[src/rtl/ud_cycle_counter_p.sv]
// ud_cycle_counter_p: register-programmed up/down cycle counter.
// Each run sweeps preload -> upper limit -> lower limit -> preload for CCR cycles,
// then pulses ec for one clock. Configuration sits behind a chip-select/read/write
// register bus with separate read and write data paths.
module ud_cycle_counter_p #(
   parameter int unsigned WIDTH = 8
) (
   input  logic             clk,
   input  logic             reset,
   input  logic             ncs,
   input  logic             nwr,
   input  logic             nrd,
   input  logic [2:0]       addr,
   input  logic [WIDTH-1:0] din,
   output logic [WIDTH-1:0] dout,
   input  logic             start,
   output logic [WIDTH-1:0] count,
   output logic             dir,
   output logic             err,
   output logic             ec,
   output logic             busy
);

   localparam logic [WIDTH-1:0] ONE = WIDTH'(1);

   typedef enum logic [2:0] {
      A_PLR    = 3'd0,
      A_ULR    = 3'd1,
      A_LLR    = 3'd2,
      A_CCR    = 3'd3,
      A_CTRL   = 3'd4,
      A_STATUS = 3'd5
   } reg_addr_t;

   typedef enum logic [2:0] {
      S_IDLE,
      S_LOAD,
      S_UP,
      S_DOWN,
      S_RET,
      S_DONE
   } state_t;

   state_t           state;
   state_t           state_nxt;

   logic [WIDTH-1:0] plr;
   logic [WIDTH-1:0] ulr;
   logic [WIDTH-1:0] llr;
   logic [WIDTH-1:0] ccr;
   logic             auto_rs;

   logic [WIDTH-1:0] cyc;
   logic [WIDTH-1:0] cyc_inc;
   logic [WIDTH-1:0] cyc_nxt;
   logic [WIDTH-1:0] count_nxt;
   logic [WIDTH-1:0] status;

   logic             start_pend;
   logic             wr_en;
   logic             rd_en;
   logic             abort_req;
   logic             start_ok;
   logic             cfg_lock;
   logic             at_boundary;
   logic             cycle_end;
   logic             last_cycle;

   assign err       = (plr < llr) | (plr > ulr) | (llr > ulr);
   assign wr_en     = ~ncs & ~nwr;
   assign rd_en     = ~ncs & ~nrd & nwr;
   assign abort_req = wr_en && (addr == A_CTRL) && din[1];
   assign start_ok  = start && ~ncs && nwr && (state == S_IDLE) && ~start_pend && ~err;
   // Limits stay frozen from start acceptance onwards so LOAD sees the checked values.
   assign cfg_lock  = busy | start_pend;
   assign cyc_inc   = cyc + ONE;
   assign status    = WIDTH'({cyc, ec, dir, err, busy});

   // Next count/state: every running clock either steps the count or finishes the run.
   // A state sitting on its turning value turns and steps in the same clock; the point
   // where count is back at PLR is resolved one clock later, which both closes the cycle
   // and makes the first step of the next one, so only the final cycle costs a clock.
   always_comb begin
      state_nxt   = state;
      count_nxt   = count;
      cyc_nxt     = cyc;
      at_boundary = 1'b0;
      cycle_end   = 1'b0;
      last_cycle  = 1'b0;

      case (state)
         S_IDLE: begin
            if (start_pend) begin
               state_nxt = S_LOAD;
               count_nxt = plr;
               cyc_nxt   = '0;
            end
         end
         S_LOAD: begin
            at_boundary = 1'b1;
         end
         S_UP: begin
            if (count == ulr) begin
               state_nxt = S_DOWN;
               count_nxt = count - ONE;
            end else begin
               count_nxt = count + ONE;
            end
         end
         S_DOWN: begin
            if (count == llr) begin
               if (plr == llr) begin
                  at_boundary = 1'b1;
                  cycle_end   = 1'b1;
               end else begin
                  state_nxt = S_RET;
                  count_nxt = count + ONE;
               end
            end else begin
               count_nxt = count - ONE;
            end
         end
         S_RET: begin
            if (count == plr) begin
               at_boundary = 1'b1;
               cycle_end   = 1'b1;
            end else begin
               count_nxt = count + ONE;
            end
         end
         S_DONE: begin
            // An illegal configuration written during DONE must not be restarted.
            if (auto_rs && !err) begin
               state_nxt = S_LOAD;
               count_nxt = plr;
               cyc_nxt   = '0;
            end else begin
               state_nxt = S_IDLE;
            end
         end
         default: begin
            state_nxt = S_IDLE;
         end
      endcase

      if (at_boundary) begin
         if (cycle_end) begin
            cyc_nxt    = cyc_inc;
            last_cycle = (cyc_inc == ccr);
         end else begin
            last_cycle = (ccr == '0);
         end

         if (last_cycle) begin
            state_nxt = S_DONE;
         end else if (plr != ulr) begin
            state_nxt = S_UP;
            count_nxt = count + ONE;
         end else if (ulr != llr) begin
            state_nxt = S_DOWN;
            count_nxt = count - ONE;
         end else begin
            // All three limits equal: the cycle is one clock holding at PLR.
            state_nxt = S_DOWN;
         end
      end
   end

   // Sequencer state and registered run outputs; abort drops straight to IDLE holding count.
   always_ff @(posedge clk) begin
      if (reset) begin
         state      <= S_IDLE;
         start_pend <= 1'b0;
         count      <= '0;
         cyc        <= '0;
         dir        <= 1'b0;
         ec         <= 1'b0;
         busy       <= 1'b0;
      end else if (abort_req) begin
         state      <= S_IDLE;
         start_pend <= 1'b0;
         dir        <= 1'b0;
         ec         <= 1'b0;
         busy       <= 1'b0;
      end else begin
         state      <= state_nxt;
         count      <= count_nxt;
         cyc        <= cyc_nxt;
         start_pend <= start_ok;
         dir        <= (state_nxt == S_UP) || (state_nxt == S_RET);
         ec         <= (state_nxt == S_DONE);
         busy       <= state_nxt inside {S_LOAD, S_UP, S_DOWN, S_RET};
      end
   end

   // Configuration registers; limits and CCR are write-protected during a run.
   always_ff @(posedge clk) begin
      if (reset) begin
         plr     <= ONE;
         ulr     <= '1;
         llr     <= '0;
         ccr     <= '0;
         auto_rs <= 1'b0;
      end else if (wr_en) begin
         case (addr)
            A_PLR:   if (!cfg_lock) plr <= din;
            A_ULR:   if (!cfg_lock) ulr <= din;
            A_LLR:   if (!cfg_lock) llr <= din;
            A_CCR:   if (!cfg_lock) ccr <= din;
            A_CTRL:  auto_rs <= din[0];
            default: ;
         endcase
      end
   end

   // Registered read port; idle, write and unmapped accesses return zero.
   always_ff @(posedge clk) begin
      if (reset) begin
         dout <= '0;
      end else if (rd_en) begin
         case (addr)
            A_PLR:    dout <= plr;
            A_ULR:    dout <= ulr;
            A_LLR:    dout <= llr;
            A_CCR:    dout <= ccr;
            A_CTRL:   dout <= {{(WIDTH-1){1'b0}}, auto_rs};
            A_STATUS: dout <= status;
            default:  dout <= '0;
         endcase
      end else begin
         dout <= '0;
      end
   end

endmodule

[config.mk]
export PLATFORM = sky130hd
export DESIGN_NAME = ud_cycle_counter_p
export DESIGN_NICKNAME = d
export VERILOG_FILES = /design/src/rtl/ud_cycle_counter_p.sv
export SDC_FILE = /design/constraint.sdc
export NUM_CORES = 1
export LEC_CHECK = 0
export ABC_AREA = 1
export CAP_MARGIN = 20
export CORE_MARGIN = 5
export CORE_UTILIZATION = 51
export CTS_BUF_LIST = sky130_fd_sc_hd__clkbuf_4
export CTS_CLUSTER_DIAMETER = 120
export DETAILED_ROUTE_END_ITERATION = 16
export PLACE_DENSITY = 0.7
export REMOVE_ABC_BUFFERS = 1
export SYNTH_ARGS = -nofsm -noshare
export SYNTH_HDL_FRONTEND = slang
export SYNTH_SLANG_ARGS = --single-unit
[constraint.sdc]
create_clock -name clk -period 2.7 [get_ports clk]
set_clock_uncertainty 0.2 [all_clocks]
set_input_delay 0.54 -clock clk [delete_from_list [all_inputs] [get_ports clk]]
set_output_delay 0.54 -clock clk [all_outputs]
set_load 0.01 [all_outputs]
After elaboration in Yosys (flattened, before gate mapping)
Cells that the tools add are included.
Storage, ports and cells
  output and inout bits: 20
  input bits: 17
  bits in registers: 64
  word-level logic and storage cells: 109
Operators by class
  bitwise operators: 13
  equality and inequality tests: 22
  reduce and logical (&&, ||, !) cells: 22
  mux-type cells: 33
  magnitude comparators: 3
  add/sub/neg operators: 3
Operators with widths (number)
  2-to-1 mux 8 bit: 14
  one-hot mux 8 bit (6 select lines): 1
  equality test 8 bit: 5
  one-hot mux 8 bit (5 select lines): 1
  equality test 3 x 2 -> 1 bit, second input constant: 6
  equality test 3 bit, second input constant: 6
  2-to-1 mux 3 bit: 6
  adder 8 x 1 -> 8 bit, second input constant: 2
  greater-than comparator 8 bit: 2
  != test 8 bit: 2
  one-hot mux 8 bit (2 select lines): 1
  one-hot mux 3 bit (5 select lines): 1
  AND reduction 3 bit: 4
  equality test 3 x 1 -> 1 bit, second input constant: 3
  logical AND 1 bit: 8
  logical NOT 8 bit: 1
  < comparator 8 bit: 1
  subtractor 8 x 1 -> 8 bit, second input constant: 1
  2-to-1 mux 1 bit: 7
  inverter 1 bit: 7
  logical NOT 3 bit: 2
  OR reduction 2 bit: 3
  nonzero test 4 bit: 1
  AND 1 bit: 3
  6 further kinds: 8

Longest topological paths before layout
Gate-level depths: netlist (run 1).
  word-level depth: 11
  mapped depth: 18
  mapped depth without buffers: 18

Worst setup path before layout (run 1)
OpenSTA, ideal clock, no wires.
  kind: flip-flop to flip-flop
  from: reg llr[7]
  to: reg count[2]
  setup time: 0.122 ns
  data required time: 2.378 ns
  path buffers: 0
  slack: 0.485 ns
  cell stages (with the launch flop): 14
  arrival time: 1.893 ns
  path through: dfxtp_1 -> inv_1 -> ha_1 -> nand2_1 -> nor2_1 -> nand2_2 -> inv_2 -> nand4_4 -> o211ai_2 -> nand3_4 -> o21ai_2 -> inv_2 -> nand2_1 -> a21oi_2
On the way
  longest elaborated chain between the ends: 11
Ends and longest elaborated chain
  start, declared: RTL line 49  | logic [WIDTH-1:0] llr;
  start signal, assigned: RTL line 208  | A_LLR: if (!cfg_lock) llr <= din;
  < comparator 8 bit: RTL line 69  | assign err = (plr < llr) | (plr > ulr) | (llr > ulr);
  bitwise OR 1 bit (2 in a row): RTL line 69
  logical NOT 1 bit: RTL line 133  | if (auto_rs && !err) begin
  logical AND 1 bit: RTL line 133
  2-to-1 mux 8 bit: RTL line 133
  one-hot mux 8 bit (5 select lines): RTL line 91  | case (state)
  2-to-1 mux 8 bit: RTL line 159  | end else if (ulr != llr) begin
  2-to-1 mux 8 bit: RTL line 156  | end else if (plr != ulr) begin
  2-to-1 mux 8 bit: RTL line 154  | if (last_cycle) begin
  2-to-1 mux 8 bit *: RTL line 146  | if (at_boundary) begin
  end signal, assigned: RTL line 187  | count <= count_nxt;
  end, declared: RTL line 17  | output logic [WIDTH-1:0] count,
Mark *: on every way between the ends. The rest lies on a longest branch, timed or not. The select of a mux whose other input is x is not followed.
A chain may end at the register's enable or synchronous reset.

Final worst setup path (run 1)
  from: reg llr[3]
  to: out err
On the way
  longest elaborated chain between the ends: 3
Ends and longest elaborated chain
  < comparator 8 bit: RTL line 69
  bitwise OR 1 bit: RTL line 69
  bitwise OR 1 bit *: RTL line 69
  end, declared: RTL line 19  | output logic err,
Mark *: on every way between the ends. The rest lies on a longest branch, timed or not.

==> results of run 1 <==
-- critical path, stage by stage, from the launching register on --
cell	delay, ns
dfxtp_2	0.40
inv_2	0.06
ha_1	0.29
nand2_1	0.07
o21bai_1	0.15
nand2_1	0.08
nand2_1	0.07
nand2_2	0.11
nand3_4	0.10
buf_6	0.13
-- final timing paths --
check	startpoint	endpoint	slack, ns
setup / recovery	llr[3]	err	0.08
hold / removal	llr[3]	llr[3]	0.33
setup reg to reg	llr[3]	count[6]	0.17
hold reg to reg	llr[3]	llr[3]	0.33
-- power breakdown --
group / internal (W) / switching (W) / leakage (nW)
sequential: 0.00105 / 0.000203 / 0.519
clock: 0.000481 / 0.000435 / 0.103
combinational: 0.00108 / 0.00183 / 2.26
total: 0.00261 / 0.00247 / 2.88
-- registers in the layout (all words and copies together) (netlist names) --
name and cells:
dir 1, ec 1, start_pend 1, cyc 8
dout 8, auto_rs 1, count 8, busy 1
llr 8, ulr 8, plr 8, state 3
ccr 8
-- synthesized netlist by cell type, types with 3 or more instances --
cell / count
ha_1: 27
nand2_2: 3
inv_2: 5
nand3_1: 56
a21oi_2: 7
nor2_1: 69
xor2_1: 10
o21ai_1: 3
nor2_2: 8
clkbuf_1: 9
buf_2: 4
nand2_1: 204
a211oi_1: 5
o21ai_2: 9
nand4_1: 24
buf_6: 5
inv_1: 121
o22ai_1: 22
nor3_1: 7
a21oi_1: 54
o21ai_0: 55
a31oi_1: 4
dfxtp_1: 64
xnor2_1: 12
-- metrics by stage --
step | util, % | area, um^2 | setup WS (ns) | TNS [ns] | cells
6_report | 64.6 | 6340 | 0.0782 | 0 | 1034
5_1_grt | 64.6 | 6340 | -0.00503 | -0.00503 | 1034
4_1_cts | 62.9 | 6170 | 0.0556 | 0 | 1032
3_5_place_dp | 60.4 | 5930 | 0.0291 | 0 | 1015
3_3_place_gp | 60.4 | 5930 | 0.0577 | 0 | 1015
2_1_floorplan | - | 5010 | 0.475 | 0 | 795
-- cell families (layout without fill, tap and decap cells) --
family | count (synthesis) | in the layout | share of synthesized area [%]
fa+ha+maj | 27 | 27 | 6.56
flops | 64 | 64 | 24.9
buf+inv | 150 | 234 | 12.1
xor+xnor | 22 | 22 | 3.74
simple gates | 384 | 384 | 33.5
compound gates | 170 | 170 | 19.3
-- layout make-up --
cell class | instances | share of cell area [%]
tap | 133 | 2.62
inverter | 128 | 7.71
timing repair buffer | 90 | 12.5
multi-input combinational | 603 | 53.6
clock inverter | 7 | 2.01
clock buffer | 9 | 1.07
sequential | 64 | 20.5
-- what timing repair did --
item                                    in CTS  in global routing
endpoints found under the setup margin       1                 15
pin swaps                                    3                  8
buffers inserted                             1                  2
hold endpoints to repair                     0                  0
gates resized for setup                     19                 41
-- layer usage --
layer	GRT usage, %	vias to the layer above
met1	39.8	2656
met4	8.70	0
li1	-	2848
met5	0	-
met2	44.9	306
met3	5.91	37
==> impl_metrics.ini, run 1 <==
[global_route]
grt_usage_pct = 28.7
grt_overflow_total = 0
grt_pass1_vias = 5515
antenna_found_initial = 0
grt_max_degree = 22
grt_pass1_wl_um = 28700

[clock_tree]
cts_tree = built
hold_buffers = 0
cts_root_buffer = clkbuf_4
cts_buffers = 9
htreeDepth = 3
cts_buffer_depth = 2
path_clk_slew_ns = 0.13
clk_latency_ns = 0.44
cts.sinks = 64

[synthesis]
synth_top_area_share_pct = 24.9
ys_types = 44
synth_area_per_cell_um2 = 6.30
synth_edf_count = 0
synthCells = 817
synth_top_area_cell = dfxtp_1
netlist_area_mm2 = 0.00515
synth_ff_type = dfxtp_1
synth_area_leaders = dfxtp_1 (25%), nand2_1 (15%), inv_1 (8.8%)
yosysWarningCount = 0
yosys_register_bits = 64
synthArstFlopShare_pct = 0
synth_seq_area_share_pct = 24.9

[detailed_routing]
drt-vias-per-instance = 5.65
ant_nets = 0
wl_um = 17900
wl_met2_um = 8040
drt_iter0_markers = 641
wl_met3_um = 1750
topRoutingLayerUsed = met4
wire_per_inst_um = 17.3
dr_total_vias = 5847
wirelength_met1_um = 7700
dr.pass1.iters = 5
drc_errors = 0

[flow_run]
drv_cap = 0

[finish]
n_antenna_cell = 0
most-common-layout-cells = nand2_1 (197), inv_1 (110), nor2_1 (65)
mostFrequentLayoutCell = nand2_1
area_growth_pct = 23.2
multiInputGateArea_mm2 = 0.00340
drive_gt1_share_pct = 18.6
seqCellArea_mm2 = 0.00130
num-fill-cells = 946
nets = 940

[sta]
fin_crit_ns = 2.62
relSlewSlack_pct = 67.3
clock.fmax_mhz = 381
maxSlewViolCount = 0
fin_crit_sh_pct = 97.1
tightest_slew_ns = 0.489
whs_ns = 0.328
hold_viol = 0
setup_viol = 0

[die]
core_area_mm2 = 0.00982
die_w_um = 110
io_pins = 37
die_height_um = 110
die_area_mm2 = 0.0122
start_util_pct = 52.4
rows = 36

[worst_setup_path]
critical_path_required_ns = 1.96
reg2reg_depth = 13
cp-start-kind = register
path_max_fanout = 3
critPathKind = register to primary output
cp_data_arrival_time_ns = 1.88
endpoint_kind = primary output

[power]
p_leak_nw = 2.88
powerDensity_mw_per_mm2 = 801
finalPower_w = 0.00508
vdd_drop_max_uv = 470

[place]
place.detailed.hpwl_um = 14200
place.gp.congestion = 1.04
portBuffers = 36

[hold_path]
hold_class = register to register
whs_path_depth = 2

[status]
outcome = finished, final reports clean
Power figures use the tool's default switching activity.
==> inputs of run 2 (changes only) <==
- GPL_ROUTABILITY_DRIVEN: unset -> 0
==> run 2 against run 1 <==
Critical path type unchanged. Via count up 3.7%. Final cell count increased by 0.77%. Design area grew 1.2%. Global-route usage fell by 0.40 points. Count of clock-buffer cells in the layout stayed put. Sequential power about the same. Wire length increased by 2.2%. First-iteration DRC count is 6.4% higher. Die area unchanged. Maximum frequency shrank 3.1%. The run now ends with negative setup slack left.
==> impl_metrics.ini, run 2 (synthesis results as in run 1) <==
[status]
outcome = finished, violations left
failed_checks = negative setup slack

[finish]
design_area_mm2 = 0.00642
n_antenna_cell = 0
nets = 948
area_growth_pct = 24.6
drive_gt1_share_pct = 20.1
mostFrequentLayoutCell = nand2_1
num-fill-cells = 943
final_core_util_pct = 65.4
most-common-layout-cells = nand2_1 (195), inv_1 (109), nor2_1 (66)

[worst_setup_path]
crit_path_cell_trace = clkinvlp_4 > ha_1 > nor2_2 > o21bai_1 > nand2_1 > nand2_1 > nand2_2 > nand3_4 > buf_6
cpMostUsedCell = nand2_1
path_buf_inv = 2
endpoint_kind = primary output
path_delay_family = simple AND/OR/NAND/NOR gates
worst_path_max_delay_cell = dfxtp_4
critical_path_required_ns = 1.96
path_max_fanout = 5
cp-start-kind = register
critPathKind = register to primary output
cp_data_arrival_time_ns = 1.97
crit_path_max_incr_delay_ns = 0.39

[detailed_routing]
wire_per_inst_um = 17.5
drt-vias-per-instance = 5.82
drt_iter0_markers = 682
drc_errors = 0
dr_total_vias = 6062
dr.pass1.iters = 5
ant_nets = 0
wl_um = 18300

[power]
vdd_drop_max_uv = 437
clkPwrFrac_pct = 14.8
p_int_w = 0.00240
powerDensity_mw_per_mm2 = 752
power_switching_w = 0.00243
p_leak_nw = 2.88
switching_share_pct = 50.4
pwr-share-seq_pct = 25.4
pwr-share-comb_pct = 59.8

[flow_run]
drv_cap = 0

[sta]
maxSlewViolCount = 0
clock.fmax_mhz = 370
hold_viol = 0
setup_tns_ns = -0.00581
relSlewSlack_pct = 65.9
fin_crit_sh_pct = 100
fin_crit_ns = 2.71
setup_slack_ns = -0.00581
tightest_slew_ns = 0.510
setup_viol = 1
rsz0062_at_grt = true

[clock_tree]
cts_tree = built
cts.sinks = 64
hold_buffers = 0
cts_buffer_depth = 2
path_clk_slew_ns = 0.14
htreeDepth = 3
clk_latency_ns = 0.44
cts_buffers = 9
cts_root_buffer = clkbuf_4

[die]
die_w_um = 110
core_area_mm2 = 0.00982
start_util_pct = 52.4
die_height_um = 110
rows = 36
io_pins = 37
die_area_mm2 = 0.0122

[global_route]
grt_pass1_wl_um = 28300
grt_usage_pct = 28.3
grt_overflow_total = 0
grt_pass1_vias = 5615
antenna_found_initial = 0
grt_max_degree = 24

[place]
place.detailed.hpwl_um = 14100
portBuffers = 36
placed_area_mm2 = 0.00595

[hold_path]
hold_class = register to register
## run 2: routing by layer
layer | vias to the layer above | share of wire [%] | GRT usage, % | wire (um)
li1 | 2861 | - | - | -
met1 | 2781 | 40 | 36.6 | 7390
met2 | 365 | 45 | 45.8 | 8300
met3 | 55 | 11 | 8.42 | 1980
met4 | 0 | 3.2 | 7.96 | 582
met5 | - | 0 | 0 | 0
## run 2: final cells by class
type / instances / area (um^2) / area share [%]
flip-flops and latches: 64 / 1310 / 20.5
clock buffers: 9 / 67.6 / 1.05
clock inverters: 7 / 77.6 / 1.21
repair buffers: 98 / 840 / 13.1
well taps: 133 / 166 / 2.59
multi-input cells: 603 / 3460 / 53.9
inverters: 128 / 497 / 7.74
## run 2: per-stage QoR
step	cells	hold WS (ns)	setup WS, ns	power [W]
finish	1042	0.300	-0.00581	0.00483
global route	1042	0.334	-0.100	0.00518
CTS	1036	0.304	-0.0262	0.00472
detailed placement	1017	0.289	-0.0129	0.00401
global placement	1017	0.285	0.0594	0.00396
floorplan	795	0.265	0.475	0.00310
## run 2: final timing paths
| path | from | end | slack (ns) | depth (start not counted) |
|---|---|---|---|---|
| min | cyc[7] | cyc[7] | 0.30 | 2 |
| min reg2reg | cyc[7] | cyc[7] | 0.30 | 2 |
| max reg2reg | ulr[3] | count[0] | 0.11 | 17 |
| max | plr[0] | err | -0.006 | 9 |
## run 2: what timing repair did
item | CTS | global route
resized for setup | 18 | 55
pin swaps | 2 | 10
setup endpoints to repair | 1 | 17
buffers inserted | 3 | 6
## run 2: worst min-delay path: cells and delay by family (launching register included)
kind	cells	cell delay, ns
AOI/OAI and AO/OA	1	0.05
DFF	1	0.34
and+or+nand+nor	1	0.08
## run 2: power by group through the flow
stage | registers, W | clock network (W) | logic, W
2_1_floorplan | 0.00130 | 0 | 0.00180
3_3_place_gp | 0.00124 | 0 | 0.00272
3_5_place_dp | 0.00124 | 0 | 0.00277
4_1_cts | 0.00122 | 0.000719 | 0.00278
5_1_grt | 0.00124 | 0.000752 | 0.00319
6_report | 0.00123 | 0.000713 | 0.00289
==> inputs of run 3 (changes only) <==
- CORE_UTILIZATION: 51 -> 45
- PLACE_DENSITY: 0.7 -> 0.62
==> run 3 against run 2 <==
The run now ends clean. Worst setup slack improved by 0.071 ns. Wire length rose by 0.97%. Count of clock-buffer cells in the layout did not move. Largest power group unchanged.
==> impl_metrics.ini, run 3 (synthesis results as in run 1) <==
[finish]
mostFrequentLayoutCell = nand2_1
nets = 947
final_core_util_pct = 56.4
drive_gt1_share_pct = 19.2
area_growth_pct = 24.0
most-common-layout-cells = nand2_1 (199), inv_1 (111), nor2_1 (66)

[clock_tree]
path_clk_slew_ns = 0.12
clk_latency_ns = 0.46
htreeDepth = 3
cts.sinks = 64
cts_buffer_depth = 2
cts_buffers = 9
cts_tree = built
hold_buffers = 0
cts_root_buffer = clkbuf_4

[global_route]
antenna_found_initial = 1
grt_usage_pct = 28.2
grt_pass1_vias = 5600
grt_overflow_total = 0
grt_pass1_wl_um = 29500
grt_max_degree = 31

[worst_setup_path]
cp-start-kind = register
worst_path_max_delay_cell = dfxtp_2
endpoint_kind = primary output
critical_path_required_ns = 1.96
cp_data_arrival_time_ns = 1.89
crit_path_cell_trace = ha_4 > nand2_1 > o21bai_1 > nand2_1 > nand2_1 > nand2_2 > nand3_4 > buf_6
critPathKind = register to primary output
path_max_fanout = 6
crit_path_max_incr_delay_ns = 0.41
cpMostUsedCell = nand2_1

[power]
switching_share_pct = 49.6
clkPwrFrac_pct = 15.6
power_switching_w = 0.00244
pwr-share-comb_pct = 59.1
p_leak_nw = 2.90
powerDensity_mw_per_mm2 = 771
vdd_drop_max_uv = 508
pwr-share-seq_pct = 25.2
p_int_w = 0.00248

[detailed_routing]
drc_errors = 0
wire_per_inst_um = 17.5
dr_total_vias = 5899
dr.pass1.iters = 5
drt-vias-per-instance = 5.61
drt_iter0_markers = 560
wl_um = 18400
ant_nets = 0

[status]
outcome = finished, final reports clean

[flow_run]
drv_cap = 0

[sta]
fin_crit_ns = 2.63
setup_viol = 0
fin_crit_sh_pct = 97.6
relSlewSlack_pct = 66.4
setup_tns_ns = 0
setup_slack_ns = 0.0653
hold_viol = 0
clock.fmax_mhz = 380
maxSlewViolCount = 0
rsz0062_at_grt = true
tightest_slew_ns = 0.502
whs_ns = 0.305

[die]
core_area_mm2 = 0.0113
io_pins = 37
start_util_pct = 45.5
die_height_um = 117
die_area_mm2 = 0.0137
rows = 39
die_w_um = 117

[place]
portBuffers = 36
place.detailed.hpwl_um = 14400
dp_worst_setup_slack_ns = -0.0358

[hold_path]
hold_class = register to register
==> run 3: changes by cell type in the layout (fill, tap and decap cells not counted), moves of 3 or more <==
cell,delta
nand2_1,+4
inv_6,-3
nand2_2,-4
dfxtp_2,+4
==> run 3: worst max-delay path, delay by kind of cell, from the launching register on <==
family	cells	cell delay (ns)
AOI/OAI and AO/OA	1	0.15
adders and majority gates	1	0.29
and+or+nand+nor	5	0.44
buffers and inverters	1	0.13
DFF	1	0.41
==> run 3: final timing paths <==
kind / startpoint / end / slack, ns / depth (start not counted)
worst max register to register: plr[3] / cyc[1] / 0.19 / 15
worst max-delay path: plr[3] / err / 0.07 / 8
worst min-delay path: llr[2] / llr[2] / 0.31 / 2
worst min register to register: llr[2] / llr[2] / 0.31 / 2
==> run 3: through the flow <==
step / power [W] / instances / area (um^2)
finish: 0.00492 / 1052 / 6380
global route: 0.00529 / 1052 / 6380
CTS: 0.00482 / 1047 / 6170
detailed placement: 0.00405 / 1025 / 5950
global placement: 0.00400 / 1025 / 5950
floorplan: 0.00310 / 795 / 5010
==> run 3: layer usage <==
metal	vias up	global-route usage [%]	wire length (um)
met5	-	0	0
met4	0	13.9	915
met3	67	6.79	1450
met2	279	44.3	8300
met1	2695	36.2	7770
li1	2858	-	-
==> run 3: timing repair <==
item,4_1_cts,5_1_grt
pin swaps,4,10
cloned,0,0
resized for setup,20,42
buffers inserted,6,4
endpoints found under the hold margin,0,0
setup endpoints to repair,1,15
==> run 3: layout make-up <==
class | instances | area, um^2
well taps | 143 | 179
fillers | 1125 | 4940
inverters | 128 | 488
repair buffers | 97 | 832
clock inverters | 7 | 86.3
multi-input cells | 603 | 3420
diodes | 1 | 2.50
flip-flops and latches | 64 | 1310
clock buffers | 9 | 67.6
==> run 3: power groups by stage <==
stage	logic [W]	registers [W]	clock network (W)
floorplan	0.00180	0.00130	0
global placement	0.00275	0.00125	0
detailed placement	0.00280	0.00125	0
CTS	0.00282	0.00123	0.000778
global route	0.00321	0.00125	0.000825
finish	0.00291	0.00124	0.000769
